File: src/rtl/eco32f_rf_write_sched.sv
// Register-file write-port scheduler: merges in-order writeback with buffered
// long-latency results, tracks pending destinations, and forces drain slots.
module eco32f_rf_write_sched #(
  parameter int STARVE_MAX = 4
) (
  input  logic        clk,
  input  logic        rst,
  input  logic        pipe_we,
  input  logic [4:0]  pipe_addr,
  input  logic [31:0] pipe_data,
  output logic        pipe_hold,
  input  logic        lu_issue,
  input  logic [4:0]  lu_issue_addr,
  input  logic        lu_valid,
  input  logic [4:0]  lu_addr,
  input  logic [31:0] lu_data,
  output logic        lu_ready,
  input  logic [4:0]  rs_addr,
  input  logic [4:0]  rt_addr,
  input  logic [4:0]  rd_addr,
  output logic        hazard,
  output logic        rf_we,
  output logic [4:0]  rf_waddr,
  output logic [31:0] rf_wdata
);

  logic [4:0]  fifo_addr_reg [2];
  logic [31:0] fifo_data_reg [2];
  logic        wr_ptr_reg, rd_ptr_reg;
  logic [1:0]  count_reg, count_next;

  logic [31:0] pending_reg, pending_next;
  logic [31:0] set_vec, clr_vec;

  logic [3:0]  starve_reg, starve_next;
  logic        pipe_hold_reg, pipe_hold_next;

  logic        rf_we_reg, rf_we_next;
  logic [4:0]  rf_waddr_reg, rf_waddr_next;
  logic [31:0] rf_wdata_reg, rf_wdata_next;

  logic        fifo_full, fifo_empty, enq, grant_fifo;
  logic [4:0]  head_addr;
  logic [31:0] head_data;
  logic [3:0]  starve_inc;

  assign fifo_full  = (count_reg == 2'd2);
  assign fifo_empty = (count_reg == 2'd0);
  assign lu_ready   = !fifo_full;
  // A result arriving while full is dropped, so enqueue is gated by ready.
  assign enq        = lu_valid && !fifo_full;
  assign grant_fifo = !pipe_we && !fifo_empty;
  assign head_addr  = fifo_addr_reg[rd_ptr_reg];
  assign head_data  = fifo_data_reg[rd_ptr_reg];
  assign starve_inc = starve_reg + 4'd1;

  generate
    for (genvar gi = 0; gi < 32; gi++) begin : g_sb
      assign set_vec[gi] = (gi != 0) && lu_issue && (lu_issue_addr == gi[4:0]);
      assign clr_vec[gi] = grant_fifo && (head_addr == gi[4:0]);
    end
  endgenerate

  // Clear first, then set, so an issue racing a drain of the same register wins.
  assign pending_next = (pending_reg & ~clr_vec) | set_vec;

  assign hazard = ((rs_addr != 5'd0) && pending_reg[rs_addr]) ||
                  ((rt_addr != 5'd0) && pending_reg[rt_addr]) ||
                  ((rd_addr != 5'd0) && pending_reg[rd_addr]);

  always_comb begin
    count_next = count_reg;
    case ({enq, grant_fifo})
      2'b10:   count_next = count_reg + 2'd1;
      2'b01:   count_next = count_reg - 2'd1;
      default: count_next = count_reg;
    endcase
  end

  always_comb begin
    starve_next    = 4'd0;
    pipe_hold_next = 1'b0;
    if (!fifo_empty && pipe_we) begin
      if (starve_inc == STARVE_MAX[3:0]) begin
        pipe_hold_next = 1'b1;
      end else begin
        starve_next = starve_inc;
      end
    end
  end

  always_comb begin
    rf_we_next    = 1'b0;
    rf_waddr_next = rf_waddr_reg;
    rf_wdata_next = rf_wdata_reg;
    if (pipe_we) begin
      rf_we_next    = (pipe_addr != 5'd0);
      rf_waddr_next = pipe_addr;
      rf_wdata_next = pipe_data;
    end else if (grant_fifo) begin
      rf_we_next    = (head_addr != 5'd0);
      rf_waddr_next = head_addr;
      rf_wdata_next = head_data;
    end
  end

  always_ff @(posedge clk) begin
    if (enq) begin
      fifo_addr_reg[wr_ptr_reg] <= lu_addr;
      fifo_data_reg[wr_ptr_reg] <= lu_data;
    end
  end

  always_ff @(posedge clk or posedge rst) begin
    if (rst) begin
      wr_ptr_reg    <= 1'b0;
      rd_ptr_reg    <= 1'b0;
      count_reg     <= 2'd0;
      pending_reg   <= 32'd0;
      starve_reg    <= 4'd0;
      pipe_hold_reg <= 1'b0;
      rf_we_reg     <= 1'b0;
      rf_waddr_reg  <= 5'd0;
      rf_wdata_reg  <= 32'd0;
    end else begin
      if (enq)        wr_ptr_reg <= !wr_ptr_reg;
      if (grant_fifo) rd_ptr_reg <= !rd_ptr_reg;
      count_reg     <= count_next;
      pending_reg   <= pending_next;
      starve_reg    <= starve_next;
      pipe_hold_reg <= pipe_hold_next;
      rf_we_reg     <= rf_we_next;
      rf_waddr_reg  <= rf_waddr_next;
      rf_wdata_reg  <= rf_wdata_next;
    end
  end

  assign pipe_hold = pipe_hold_reg;
  assign rf_we     = rf_we_reg;
  assign rf_waddr  = rf_waddr_reg;
  assign rf_wdata  = rf_wdata_reg;

endmodule

File: config.mk
export PLATFORM = sky130hd
export DESIGN_NAME = eco32f_rf_write_sched
export DESIGN_NICKNAME = d
export VERILOG_FILES = /design/src/rtl/eco32f_rf_write_sched.sv
export SDC_FILE = /design/constraint.sdc
export NUM_CORES = 1
export LEC_CHECK = 0
export BUFFER_PORTS_ARGS = -buffer_cell sky130_fd_sc_hd__buf_2
export CAP_MARGIN = 20
export CORE_ASPECT_RATIO = 0.6
export CORE_UTILIZATION = 51
export CTS_BUF_LIST = sky130_fd_sc_hd__clkbuf_4 sky130_fd_sc_hd__clkbuf_8
export DETAILED_ROUTE_END_ITERATION = 8
export GPL_TIMING_DRIVEN = 0
export PLACE_DENSITY = 0.78
export SETUP_SLACK_MARGIN = 0.02
export SKIP_CTS_REPAIR_TIMING = 1
export SLEW_MARGIN = 30
export SYNTH_ARGS = -nofsm -noshare
export SYNTH_HDL_FRONTEND = slang
export SYNTH_SLANG_ARGS = --single-unit
File: constraint.sdc
create_clock -name clk -period 2.35 [get_ports clk]
set_input_delay 0.3525 -clock clk [delete_from_list [all_inputs] [get_ports clk]]
set_output_delay 0.3525 -clock clk [all_outputs]
set_load 0.01 [all_outputs]
==> impl_metrics.tcl <==
set metrics [dict create \
    maxSlewHeadroom 0.5928 \
    grt_util_all_layers 0.2639 \
    via_per_inst 5.932 \
    largest_register_ff_count 64 \
    grt_pass1_wl_mm 27.05 \
    max_freq_mhz 377.0 \
    first_global_vias 5183 \
    dp_hpwl_mm 12.83 \
    final.setup.tns_ns -0.3027 \
    area_growth_pct 21.14 \
    critPathArrivalTime_ns 2.30 \
    synth-seq-cells 152 \
    cts_buffer_depth 2 \
    syn_area_per_cell_um2 12.23 \
    antenna_found_initial 0 \
    min_period_over_period 1.129 \
    synth_cell_type_count 34 \
    power_mw 9.582 \
    endpoint_kind "output pin" \
    syn-num-nets 658 \
    routabilityCongestion 0.8972 \
    syn_area_um2 6812 \
    fin_cells 899 \
    fp.dieW_um 151.2 \
    grt_max_degree 32 \
    netlist_instances 557 \
    yosys-top-cells-area "edfxtp_1, dfrtp_1, o21ai_0" \
    vias 5333 \
    p_leak_nw 3.447 \
    clock_skew_ns 0.01582 \
    worst_pin_slew_ns 0.6061 \
    drt_iter0_drc 525 \
    hold_violations 0 \
    synth-edff-count 74 \
    synthFlopType "dfrtp_1" \
    status "complete, but fails checks" \
    seq_area_frac_synth 0.6128 \
    hp-class "primary input to register" \
    core_um2 12930 \
    fillers 984 \
    ys_warn_count 0 \
    dp.cells 862 \
    yosysTopAreaCellShare 0.3262 \
    critPathKind "register to output pin" \
    pre_cts_ws_ns -0.1438 \
    required_ns 2.00 \
    vdd_drop_max_v 0.0004974 \
    route.detailed.drc 0 \
    maxCapViolations 0 \
    path_max_fanout 4 \
    violations "setup timing" \
    final_util 0.6381 \
    cts-root-buf "clkbuf_8" \
    die_h_um 91.52 \
    h-tree-depth 4 \
    routedWlPerCell_um 19.23 \
    fin_nets 817 \
    clk_pin_slew_ns 0.10 \
    drv_slew 0 \
    ys_async_sr_fraction 0.5132 \
    overflow 0 \
    setup_slack_ns -0.3027 \
    start_kind "register" \
    num_antenna_cells 0 \
    fin_crit_ns 2.653 \
    insertion_delay_ns 0.46 \
    routed_wl_mm 17.29 \
    numCtsBuffers 17 \
    drive_above_1_share 0.2908 \
    ant_nets 0 \
    drt-pass1-iter-count 6 \
    cts_tree "done" \
    cts_sinks 152 \
    num_rows 32 \
    port_buffers 130 \
    rsz0062_at_grt "true" \
    start_util 0.5267 \
    setup_viol 1 \
    die-area_um2 13840 \
    p_per_area_nw_per_um2 1161 \
    pin_count 140 \
    yosysTopAreaCell "edfxtp_1" \
]
==> area by class of cell <==
type	count	area (µm²)	area share
well taps	170	212.7	0.02578
flip-flops and latches	152	4174	0.5058
plain buffers	31	135.1	0.01638
clock inverters	15	157.7	0.01911
multi-input cells	370	2506	0.3037
clock buffers	17	234.0	0.02835
repair buffers	140	813.3	0.09856
inverters	4	18.77	0.002274
==> power by group <==
part / switching [mW] / internal, mW
logic: 1.95 / 1.49
clock network: 1.13 / 0.798
registers: 0.548 / 3.67
==> worst paths after layout <==
| kind | from | endpoint | slack (ns) | cells after the start |
|---|---|---|---|---|
| max | pending_reg[31] | hazard | -0.30 | 5 |
| min reg2reg | starve_reg[0] | starve_reg[0] | 0.50 | 1 |
| min in group asynchronous | rst | rf_wdata[20] | 0.49 | 3 |
| max reg2reg | count_reg[1] | count_reg[1] | 0.20 | 8 |
| min | lu_data[14] | fifo_data_reg[0][14] | 0.08 | 1 |
| max in group asynchronous | rst | rf_wdata[26] | 1.10 | 5 |
==> cells in the final DEF (no fill, tap or decap), types with 4 or more instances in the layout <==
cell      netlist  layout
buf_2           7     138
nor2b_1        11      11
mux4_2         16      18
o21ai_0       102     102
buf_1           6       5
clkbuf_8        0      17
nor3_1          4       4
nand3_1         9       9
mux4_1          6       4
nand2b_1        4       4
a21oi_1        34      34
edfxtp_1       74      74
inv_8           0       4
buf_4           0       4
mux2i_1        40      40
clkbuf_1       17      16
nand2_1        61      61
inv_6           0       5
nor2_1         42      40
dfrtp_1        78      78
mux2_2          6       6
==> metal layers <==
metal,global-route usage,share of wire
met1,0.3754,0.43
met2,0.3805,0.44
met3,0.09548,0.11
met4,0.07417,0.017
met5,0,0
==> critical path: stages (launching register included) <==
cell and delay (ns):
dfrtp_1 0.43, mux4_2 0.50, mux4_2 0.50, a32oi_2 0.17, nand4_1 0.10, buf_2 0.15
==> logic make-up (layout without fill, tap and decap cells) <==
group | after synthesis | count (layout) | share of synthesized area
flops | 152 | 152 | 0.6128
compound gates | 147 | 147 | 0.1133
simple gates | 147 | 147 | 0.09607
mux | 68 | 68 | 0.1447
buf+inv | 35 | 207 | 0.02167
xor+xnor | 6 | 6 | 0.007716
fa+ha+maj | 2 | 2 | 0.003673
==> cell usage after synthesis (all sizes together) (6+ instances only) <==
cell type and instances:
a21oi 34, buf 14, clkbuf 17, dfrtp 78, edfxtp 74, mux2 6
mux2i 40, mux4 22, nand2 61, nand3 9, nor2 42, nor2b 11
o21ai 102
==> per-stage QoR <==
step	instance area (µm²)	hold slack (ns)
after floorplan	6818	0.4415
after global placement	7681	0.4520
after detailed placement	7810	0.4395
after CTS	8202	-0.05869
after global routing	8252	0.04196
final	8252	0.08010
Power figures use the tool's default switching activity.
